==> src/rtl/if_fetch_unit_if.sv <==
// ----------------------------------------------------------------------------
// if_fetch_unit_if
//   Instruction-memory bus between the fetch unit and instruction memory.
//   Request channel : imem_req_valid / imem_req_ready / imem_req_addr
//   Response channel: imem_resp_valid / imem_resp_data
//     (in request order, variable latency, no backpressure)
//
//   master : fetch unit (drives requests, receives responses)
//   slave  : instruction memory
// ----------------------------------------------------------------------------
interface if_fetch_unit_if;
    logic        imem_req_valid;
    logic        imem_req_ready;
    logic [31:0] imem_req_addr;
    logic        imem_resp_valid;
    logic [31:0] imem_resp_data;

    modport master (
        output imem_req_valid,
        output imem_req_addr,
        input  imem_req_ready,
        input  imem_resp_valid,
        input  imem_resp_data
    );

    modport slave (
        input  imem_req_valid,
        input  imem_req_addr,
        output imem_req_ready,
        output imem_resp_valid,
        output imem_resp_data
    );
endinterface

==> src/rtl/if_fetch_unit.sv <==
// ----------------------------------------------------------------------------
// if_fetch_unit
//   Instruction fetch stage feeding the IF/ID register. Generates sequential
//   word fetches, buffers returned instructions with their PCs in a small
//   FIFO and presents the FIFO head downstream. Handles downstream stall and
//   branch/jump redirects, discarding wrong-path responses still in flight.
//
// Parameters
//   RESET_PC    first fetch address after reset
//   FIFO_DEPTH  buffer entries (power of 2, >= 2); also the request credit
//
// Ports
//   clk, reset        clock, asynchronous active-high reset
//   stall             downstream not accepting; hold current output
//   redirect_valid    single-cycle taken branch/jump pulse
//   redirect_pc       redirect target, bits [1:0] ignored
//   imem              instruction-memory bus (master side)
//   instr_out/pc_out  FIFO head (NOP / 0 when empty)
//   instr_valid       instr_out/pc_out valid
// ----------------------------------------------------------------------------
module if_fetch_unit #(
    parameter logic [31:0] RESET_PC   = 32'h0000_0000,
    parameter int          FIFO_DEPTH = 2
) (
    input  logic                  clk,
    input  logic                  reset,
    input  logic                  stall,
    input  logic                  redirect_valid,
    input  logic [31:0]           redirect_pc,
    if_fetch_unit_if.master       imem,
    output logic [31:0]           instr_out,
    output logic [31:0]           pc_out,
    output logic                  instr_valid
);

    localparam int          AW  = $clog2(FIFO_DEPTH);
    localparam int          CW  = AW + 1;
    localparam logic [31:0] NOP = 32'h0000_0013;
    // Credit limit, one bit wider than the counters so the sum never wraps.
    localparam logic [CW:0] CREDIT_LIMIT = (CW+1)'(FIFO_DEPTH);

    generate
        if (FIFO_DEPTH < 2 || (FIFO_DEPTH & (FIFO_DEPTH - 1)) != 0) begin : g_bad_depth
            $error("if_fetch_unit: FIFO_DEPTH must be a power of 2 and >= 2");
        end
    endgenerate

    // ------------------------------------------------------------------
    // State
    // ------------------------------------------------------------------
    logic [31:0]   r_fetch_pc;      // next address to request
    logic [31:0]   r_resp_pc;       // PC belonging to the next kept response
    logic [CW-1:0] r_outstanding;   // requests accepted, response not yet seen
    logic [CW-1:0] r_drop_cnt;      // in-flight responses that are wrong-path
    logic [CW-1:0] r_count;         // FIFO occupancy
    logic [AW-1:0] r_wr_ptr;
    logic [AW-1:0] r_rd_ptr;
    logic [31:0]   r_instr_q [FIFO_DEPTH];
    logic [31:0]   r_pc_q    [FIFO_DEPTH];

    // ------------------------------------------------------------------
    // Combinational control
    // ------------------------------------------------------------------
    logic [CW:0] w_credit_used;
    logic        w_req_valid;
    logic        w_req_fire;
    logic        w_resp;
    logic        w_dropping;
    logic        w_push;
    logic        w_not_empty;
    logic        w_instr_valid;
    logic        w_pop;
    logic [31:0] w_redirect_target;
    logic        w_unused_pc_lsbs;

    // Every in-flight request owns a FIFO slot, so responses never need
    // backpressure. A pop in the current cycle does not free a credit yet.
    assign w_credit_used     = {1'b0, r_outstanding} + {1'b0, r_count};
    assign w_req_valid       = !reset && !redirect_valid && (w_credit_used < CREDIT_LIMIT);
    assign w_req_fire        = w_req_valid && imem.imem_req_ready;

    assign w_resp            = imem.imem_resp_valid;
    assign w_dropping        = (r_drop_cnt != '0);
    // A response landing in the redirect cycle is wrong-path by definition.
    assign w_push            = w_resp && !w_dropping && !redirect_valid;

    assign w_not_empty       = (r_count != '0);
    assign w_instr_valid     = w_not_empty && !redirect_valid;
    assign w_pop             = w_instr_valid && !stall;

    assign w_redirect_target = {redirect_pc[31:2], 2'b00};
    assign w_unused_pc_lsbs  = ^redirect_pc[1:0];

    // ------------------------------------------------------------------
    // Outputs
    // ------------------------------------------------------------------
    assign imem.imem_req_valid = w_req_valid;
    assign imem.imem_req_addr  = r_fetch_pc;

    assign instr_valid = w_instr_valid;
    assign instr_out   = w_not_empty ? r_instr_q[r_rd_ptr] : NOP;
    assign pc_out      = w_not_empty ? r_pc_q[r_rd_ptr]    : 32'h0000_0000;

    // ------------------------------------------------------------------
    // Control registers
    // ------------------------------------------------------------------
    always_ff @(posedge clk or posedge reset) begin
        if (reset) begin
            r_fetch_pc    <= RESET_PC;
            r_resp_pc     <= RESET_PC;
            r_outstanding <= '0;
            r_drop_cnt    <= '0;
            r_count       <= '0;
            r_wr_ptr      <= '0;
            r_rd_ptr      <= '0;
        end else begin
            // No request fires during a redirect, so this is valid in all cases.
            r_outstanding <= r_outstanding + CW'(w_req_fire) - CW'(w_resp);

            if (redirect_valid) begin
                r_fetch_pc <= w_redirect_target;
                r_resp_pc  <= w_redirect_target;
                // r_outstanding already includes anything still owed to an
                // earlier redirect, so after this edge every response still
                // in flight is wrong-path. Recomputing from it (rather than
                // accumulating) keeps back-to-back redirects exact.
                r_drop_cnt <= r_outstanding - CW'(w_resp);
                r_count    <= '0;
                r_wr_ptr   <= '0;
                r_rd_ptr   <= '0;
            end else begin
                if (w_req_fire)
                    r_fetch_pc <= r_fetch_pc + 32'd4;

                if (w_resp && w_dropping)
                    r_drop_cnt <= r_drop_cnt - CW'(1);

                if (w_push) begin
                    r_resp_pc <= r_resp_pc + 32'd4;
                    r_wr_ptr  <= r_wr_ptr + AW'(1);
                end

                if (w_pop)
                    r_rd_ptr <= r_rd_ptr + AW'(1);

                r_count <= r_count + CW'(w_push) - CW'(w_pop);
            end
        end
    end

    // ------------------------------------------------------------------
    // FIFO storage (contents are don't-care while empty, so no reset)
    // ------------------------------------------------------------------
    always_ff @(posedge clk) begin
        if (w_push) begin
            r_instr_q[r_wr_ptr] <= imem.imem_resp_data;
            r_pc_q[r_wr_ptr]    <= r_resp_pc;
        end
    end

endmodule

==> src/flat_wrapper.sv <==
// flat-port wrapper written by rule: the top's interface ports become plain ports
module if_fetch_unit_flat 
#(
    parameter logic [31:0] RESET_PC   = 32'h0000_0000,
    parameter int          FIFO_DEPTH = 2
)
  (clk, reset, stall, redirect_valid, redirect_pc, instr_out, pc_out, instr_valid, imem_imem_req_valid, imem_imem_req_addr, imem_imem_req_ready, imem_imem_resp_valid, imem_imem_resp_data);
  if_fetch_unit_if imem_i ();
  input  logic clk;
  input  logic reset;
  input  logic stall;
  input  logic redirect_valid;
  input  logic [31:0] redirect_pc;
  output logic [31:0] instr_out;
  output logic [31:0] pc_out;
  output logic instr_valid;
  output wire logic [$bits(imem_i.imem_req_valid)-1:0] imem_imem_req_valid;
  output wire logic [$bits(imem_i.imem_req_addr)-1:0] imem_imem_req_addr;
  input wire logic [$bits(imem_i.imem_req_ready)-1:0] imem_imem_req_ready;
  input wire logic [$bits(imem_i.imem_resp_valid)-1:0] imem_imem_resp_valid;
  input wire logic [$bits(imem_i.imem_resp_data)-1:0] imem_imem_resp_data;
  assign imem_imem_req_valid = imem_i.imem_req_valid;
  assign imem_imem_req_addr = imem_i.imem_req_addr;
  assign imem_i.imem_req_ready = imem_imem_req_ready;
  assign imem_i.imem_resp_valid = imem_imem_resp_valid;
  assign imem_i.imem_resp_data = imem_imem_resp_data;
  if_fetch_unit #(.RESET_PC(RESET_PC), .FIFO_DEPTH(FIFO_DEPTH)) u_core (.clk(clk), .reset(reset), .stall(stall), .redirect_valid(redirect_valid), .redirect_pc(redirect_pc), .imem(imem_i), .instr_out(instr_out), .pc_out(pc_out), .instr_valid(instr_valid));
endmodule
==> config.mk <==
export PLATFORM = sky130hd
export DESIGN_NAME = if_fetch_unit_flat
export DESIGN_NICKNAME = d
export VERILOG_FILES = /design/src/rtl/if_fetch_unit_if.sv /design/src/rtl/if_fetch_unit.sv /design/src/flat_wrapper.sv
export SDC_FILE = /design/constraint.sdc
export NUM_CORES = 1
export LEC_CHECK = 0
export CAP_MARGIN = 20
export CORE_MARGIN = 2
export CORE_UTILIZATION = 30
export CTS_CLUSTER_SIZE = 12
export DETAILED_ROUTE_END_ITERATION = 10
export GPL_TIMING_DRIVEN = 0
export HOLD_SLACK_MARGIN = 0.03
export PLACE_DENSITY_LB_ADDON = 0.05
export SYNTH_ARGS = -nofsm -noshare
export SYNTH_HDL_FRONTEND = slang
export SYNTH_SLANG_ARGS = --single-unit
==> constraint.sdc <==
create_clock -name clk -period 8.8 [get_ports clk]
set_input_delay 2.2 -clock clk [delete_from_list [all_inputs] [get_ports clk]]
set_output_delay 2.2 -clock clk [all_outputs]
set_load 0.05 [all_outputs]
After elaboration in Yosys (flattened, before gate mapping)
Memory sizes are Yosys's and may differ from the RTL's.
Index checks and enable logic that the tools add are counted.
{"block": "totals", "ff_bits": 72, "ram_bits": 128, "output_inout_bits": 98, "n_memories": 2, "inputBits": 70}
{"name": "u_core.r_instr_q", "words": 2, "width": 32, "rd": 1, "rd_ports_with_merged_regs": 0, "write_ports": 1, "line_no": "if_fetch_unit.sv:58", "text": "logic [31:0] r_instr_q [FIFO_DEPTH];"}
{"name": "u_core.r_pc_q", "words": 2, "width": 32, "rd": 1, "rd_ports_with_merged_regs": 0, "write_ports": 1, "line_no": "if_fetch_unit.sv:59", "text": "logic [31:0] r_pc_q [FIFO_DEPTH];"}
{"block": "classes", "n_mux": 15, "reduce_logical": 18, "add_sub_neg": 11, "magnitude_cmp": 1}
{"cell": "32-bit two-way mux", "n": 6}
{"cell": "32-bit by 3-bit adder with 32-bit output, second input constant", "n": 2}
{"cell": "2-bit nonzero test", "n": 6}
{"cell": "1-bit logical AND", "n": 8}
{"cell": "1-bit two-way mux", "n": 6}
{"cell": "2-bit two-way mux", "n": 3}
{"cell": "2-bit by 1-bit subtractor with 2-bit output", "n": 3}
{"cell": "2-bit by 1-bit adder with 2-bit output", "n": 2}
{"cell": "1-bit zero test", "n": 4}
{"cell": "2-bit by 2-bit adder with 3-bit output", "n": 1}
{"cell": "3-bit by 2-bit < comparator with 1-bit output, second input constant", "n": 1}
{"cell": "1-bit adder, second input constant", "n": 2}
{"cell": "2-bit by 1-bit subtractor with 2-bit output, second input constant", "n": 1}

Longest topological paths before layout
{"block": "depth", "ltp_word": 7, "mapped_depth": 11, "depth_no_buf": 9}

Worst setup path before layout
No wires, ideal clock.
{"block": "synth_timing", "path_type": "input port to flip-flop", "from": "input port redirect_valid", "to": "memory u_core.r_instr_q[0][0] (enable)", "setup_slack_ns": 1.146, "setup_ns": 0.558, "path_buffers": 3, "arrival_ns": 7.096, "required_time_ns": 8.242, "path_stages": 4, "cell_sequence": "clkbuf_1 > buf_1 > clkbuf_1 > nor3_1"}
{"block": "synth_via", "elab_chain_cells": 4}
{"item": "from (decl)", "line_no": "flat_wrapper.sv:12", "text": "input logic redirect_valid;"}
{"item": "1-bit zero test", "line_no": "if_fetch_unit.sv:85", "text": "assign w_push = w_resp && !w_dropping && !redirect_valid;"}
{"item": "1-bit logical AND", "line_no": "if_fetch_unit.sv:85"}
{"item": "1-bit two-way mux", "line_no": "if_fetch_unit.sv:155", "text": "if (w_push) begin"}
{"item": "1-bit two-way mux (implied by the code)", "line_no": "if_fetch_unit.sv:156", "text": "r_instr_q[r_wr_ptr] <= imem.imem_resp_data;"}
{"item": "to (decl)", "line_no": "if_fetch_unit.sv:58"}
Every way passes these cells.

Worst setup path in the final report
{"block": "layout_timing", "from": "input port redirect_valid", "to": "output port instr_valid"}
{"block": "layout_via", "elab_chain_cells": 2}
{"item": "1-bit zero test", "line_no": "if_fetch_unit.sv:88", "text": "assign w_instr_valid = w_not_empty && !redirect_valid;"}
{"item": "1-bit logical AND", "line_no": "if_fetch_unit.sv:88"}
{"item": "to (decl)", "line_no": "flat_wrapper.sv:16", "text": "output logic instr_valid;"}
Every way passes these cells.

==> results by group <==
STA
  – Slew headroom: 32.5%
  – Setup-failing EPs final: 0
  – Min Tclk post-route: 7510 ps
  – Tcrit/Tclk final: 85.3%
  – Clock Skew: 10.8 ps
  – RSZ-0062 raised after global routing: no
  – Fin. Hold Viols: 0
  – Min Hold Slack: 527 ps
  – Measured slew at the worst slew-check pin: 1000 ps
  – Max Transition Viols Final: 0
  – F_max: 133 MHz

Final layout
  – Post-layout nets: 949
  – Cell Count, Final, Fillers Out: 1268
  – # diodes: 0
  – Final instance area: 11400 um^2
  – Final core area utilization: 40.1%
  – Syn-to-layout area delta: 32.5%
  – Share of layout cells above drive strength 1: 8.14%

Die
  – Chip width: 173 um
  – DIE AREA: 30100 um^2
  – Core Box Area: 28500 um^2
  – Die Y: 173 um
  – Number of cell rows: 62
  – Initial Util: 30.3%
  – Top-level I/O count: 168

Critical path
  – Critical-path top delay cell: clkdlybuf4s50_1
  – Setup crit start kind: input pin
  – WS Path Type: input pin to output port
  – Worst Setup End Kind: output port
  – RR Startpoint: u_core.r_count[0]$_DFF_PP0_
  – Worst Path Required: 6600 ps
  – Worst Setup SP: redirect_valid
  – Slowest stage delay, CP: 750 ps
  – Cell Chain, Critical Path: clkdlybuf4s50_1 > clkbuf_1 > buf_1 > clkbuf_1 > nor2_1 > clkdlybuf4s50_1
  – Crit path DAT: 5310 ps
  – Maximum fanout along the worst path: 10

Synth
  – Cell count after synthesis: 679
  – Primary FF master, synth: edfxtp_1
  – Synthesized flop and latch total: 192
  – Number of synthesized flops with an enable pin: 124
  – Netlist Area Pre-Place: 8620 um^2
  – Syn avg cell area: 12.7 um^2
  – Sequential area share after synthesis: 63.0%
  – Synth area leaders: edfxtp_1 (43%), dfrtp_1 (20%), mux2i_1 (7.9%)
  – Async SR Flop Fraction: 35.4%
  – Ys Warns: 0
  – Leading area contributor after synthesis: edfxtp_1
  – Count of different cell masters after synthesis: 52
  – Count leader, synth: edfxtp_1
  – Synth top area share: 43.2%
  – Post-synth top cells: edfxtp_1 (124), nor2_1 (83), dfrtp_1 (68), mux2i_1 (68), nand2_1 (49)

Placed design
  – GPL Wtd Cong: 0.824
  – Placed Cells incl. Taps: 1236
  – Half-perimeter wire length after placement: 17500 um
  – Port Buffers: 161
  – Cell Area, Placed: 10900 um^2

Hold path
  – Hold path start: u_core.r_resp_pc[29]$_DFFE_PP0N_
  – Hold Path Class: register to register

Clock network
  – Sink Count: 192
  – Post-CTS Setup Inserts: 0
  – Root Buffer: clkbuf_16
  – Clk_lat worst skew: 430 ps
  – Post-CTS resize count: 0
  – CTS tree: yes
  – CTS Hold Bufs: 0
  – CTS max path bufs: 2
  – Cts bufs inserted: 17
  – H-Tree Depth: 4
  – Clock transition at the register clock pins on the worst setup and hold paths after CTS: 70 ps

Drt
  – Drt via density: 4.77
  – Routed WL: 23900 um
  – Initial DRC Count: 348
  – Antenna Nets Post-Route: 0
  – DRC: 0
  – Vias post-DR: 6045
  – DR pass1 iterations: 4
  – Wire length per cell: 18.8 um

Global route
  – Initial antenna violation count: 0
  – Grt met1 use: 21.5%
  – Largest net degree at the start of global routing: 55
  – Congestion Overflow GR: 0
  – Met2 Track Usage GR: 27.3%
  – Gr busiest metal: met2
  – First-pass GRT wire length: 37300 um
  – Vias in the first global route: 6295
  – M3 GR Usage: 3.49%
  – GRT Total Usage: 16.3%

Power
  – Worst VDD drop: 0.0975 mV
  – Clock Power Share: 26.0%
  – Flop pwr share: 40.2%
  – Total internal power: 1760 uW
  – Static leakage: 0.00398 uW
  – Combinational power share: 33.8%
  – Net Sw Power: 1080 uW
  – Switch share: 38.1%
  – Power density over cell area: 249 nW/um^2

Run
  – Max Cap Viol: 0

Outcome
  – Status: completed
==> cells by family (layout without fill, tap and decap cells) <==
family	count (synthesis)	count (layout)	share of synthesized area, %
compound gates	77	77	5.62
xor+xnor	44	44	4.47
fa+ha+maj	8	8	1.25
buf+inv	48	250	2.32
flops	192	192	63.0
mux	74	74	8.68
other cells	1	4	0.0435
simple gates	235	235	14.7
==> per-stage QoR <==
step           worst slack (ps)  TNS (ps)  total power [uW]
6_report                   1290         0              2840
5_1_grt                    1130         0              2990
4_1_cts                    1260         0              2890
3_5_place_dp               1270         0              2140
3_3_place_gp              -2820   -174510              2120
2_1_floorplan              1150         0              1770
==> layout by cell type (no fill, tap or decap), drive strengths merged, types with 22 or more instances in the layout <==
cell type	instances
clkbuf	38
nand2	51
xor2	32
dfrtp	68
edfxtp	124
clkdlybuf4s50	161
nor2	83
o21ai	34
nand4	30
inv	24
mux2i	68
nand3	22
==> power by group through the flow <==
| stage | combinational, uW | sequential (uW) | clock (uW) |
|---|---|---|---|
| after CTS | 979 | 1140 | 765 |
| after floorplan | 570 | 1200 | 0 |
| after global placement | 950 | 1170 | 0 |
| after detailed placement | 976 | 1160 | 0 |
| final | 961 | 1140 | 740 |
| after global routing | 1030 | 1160 | 803 |
==> final timing paths <==
path	endpoint	slack, ps	cells past startpoint
setup / recovery	instr_valid	1290	6
hold / removal	u_core.r_pc_q[0][29]$_DFFE_PP_	530	0
setup reg to reg	u_core.imem.imem_req_addr[22]$_DFFE_PP0P_	5720	10
hold reg to reg	u_core.r_pc_q[0][29]$_DFFE_PP_	530	0
max in group asynchronous	u_core.imem.imem_req_addr[19]$_DFFE_PP0P_	6090	3
min in group asynchronous	u_core.r_count[1]$_DFF_PP0_	2140	2
==> per-layer routing <==
metal  wire length, um  up-vias
met4               360        0
met5                 0        -
met1             10800     2973
met3              1030       19
li1                  -     2877
met2             11700      176
==> state kept, by name, indices dropped and copies added, names as in the netlist <==
name	cells
u_core.r_instr_q	64
u_core.r_pc_q	60
u_core.imem.imem_req_addr	30
u_core.r_resp_pc	30
u_core.r_count	2
u_core.r_drop_cnt	2
u_core.r_outstanding	2
u_core.r_rd_ptr	1
u_core.r_wr_ptr	1
==> final cells by class <==
cell class                      count  area (um^2)
Buffer                             31          136
Clock buffer                       18          429
Multi-Input combinational cell    442         3010
Sequential cell                   192         5430
Clock inverter                     14          125
Tap cell                          384          480
Fill cell                        2744        17100
Inverter                           17         66.3
Timing Repair Buffer              170         1750
==> critical path: cells and delay by family <==
kind | cells | cell delay, ps
buffers and inverters | 5 | 2980
AND/OR/NAND/NOR | 1 | 110
Power figures use the tool's default switching activity.
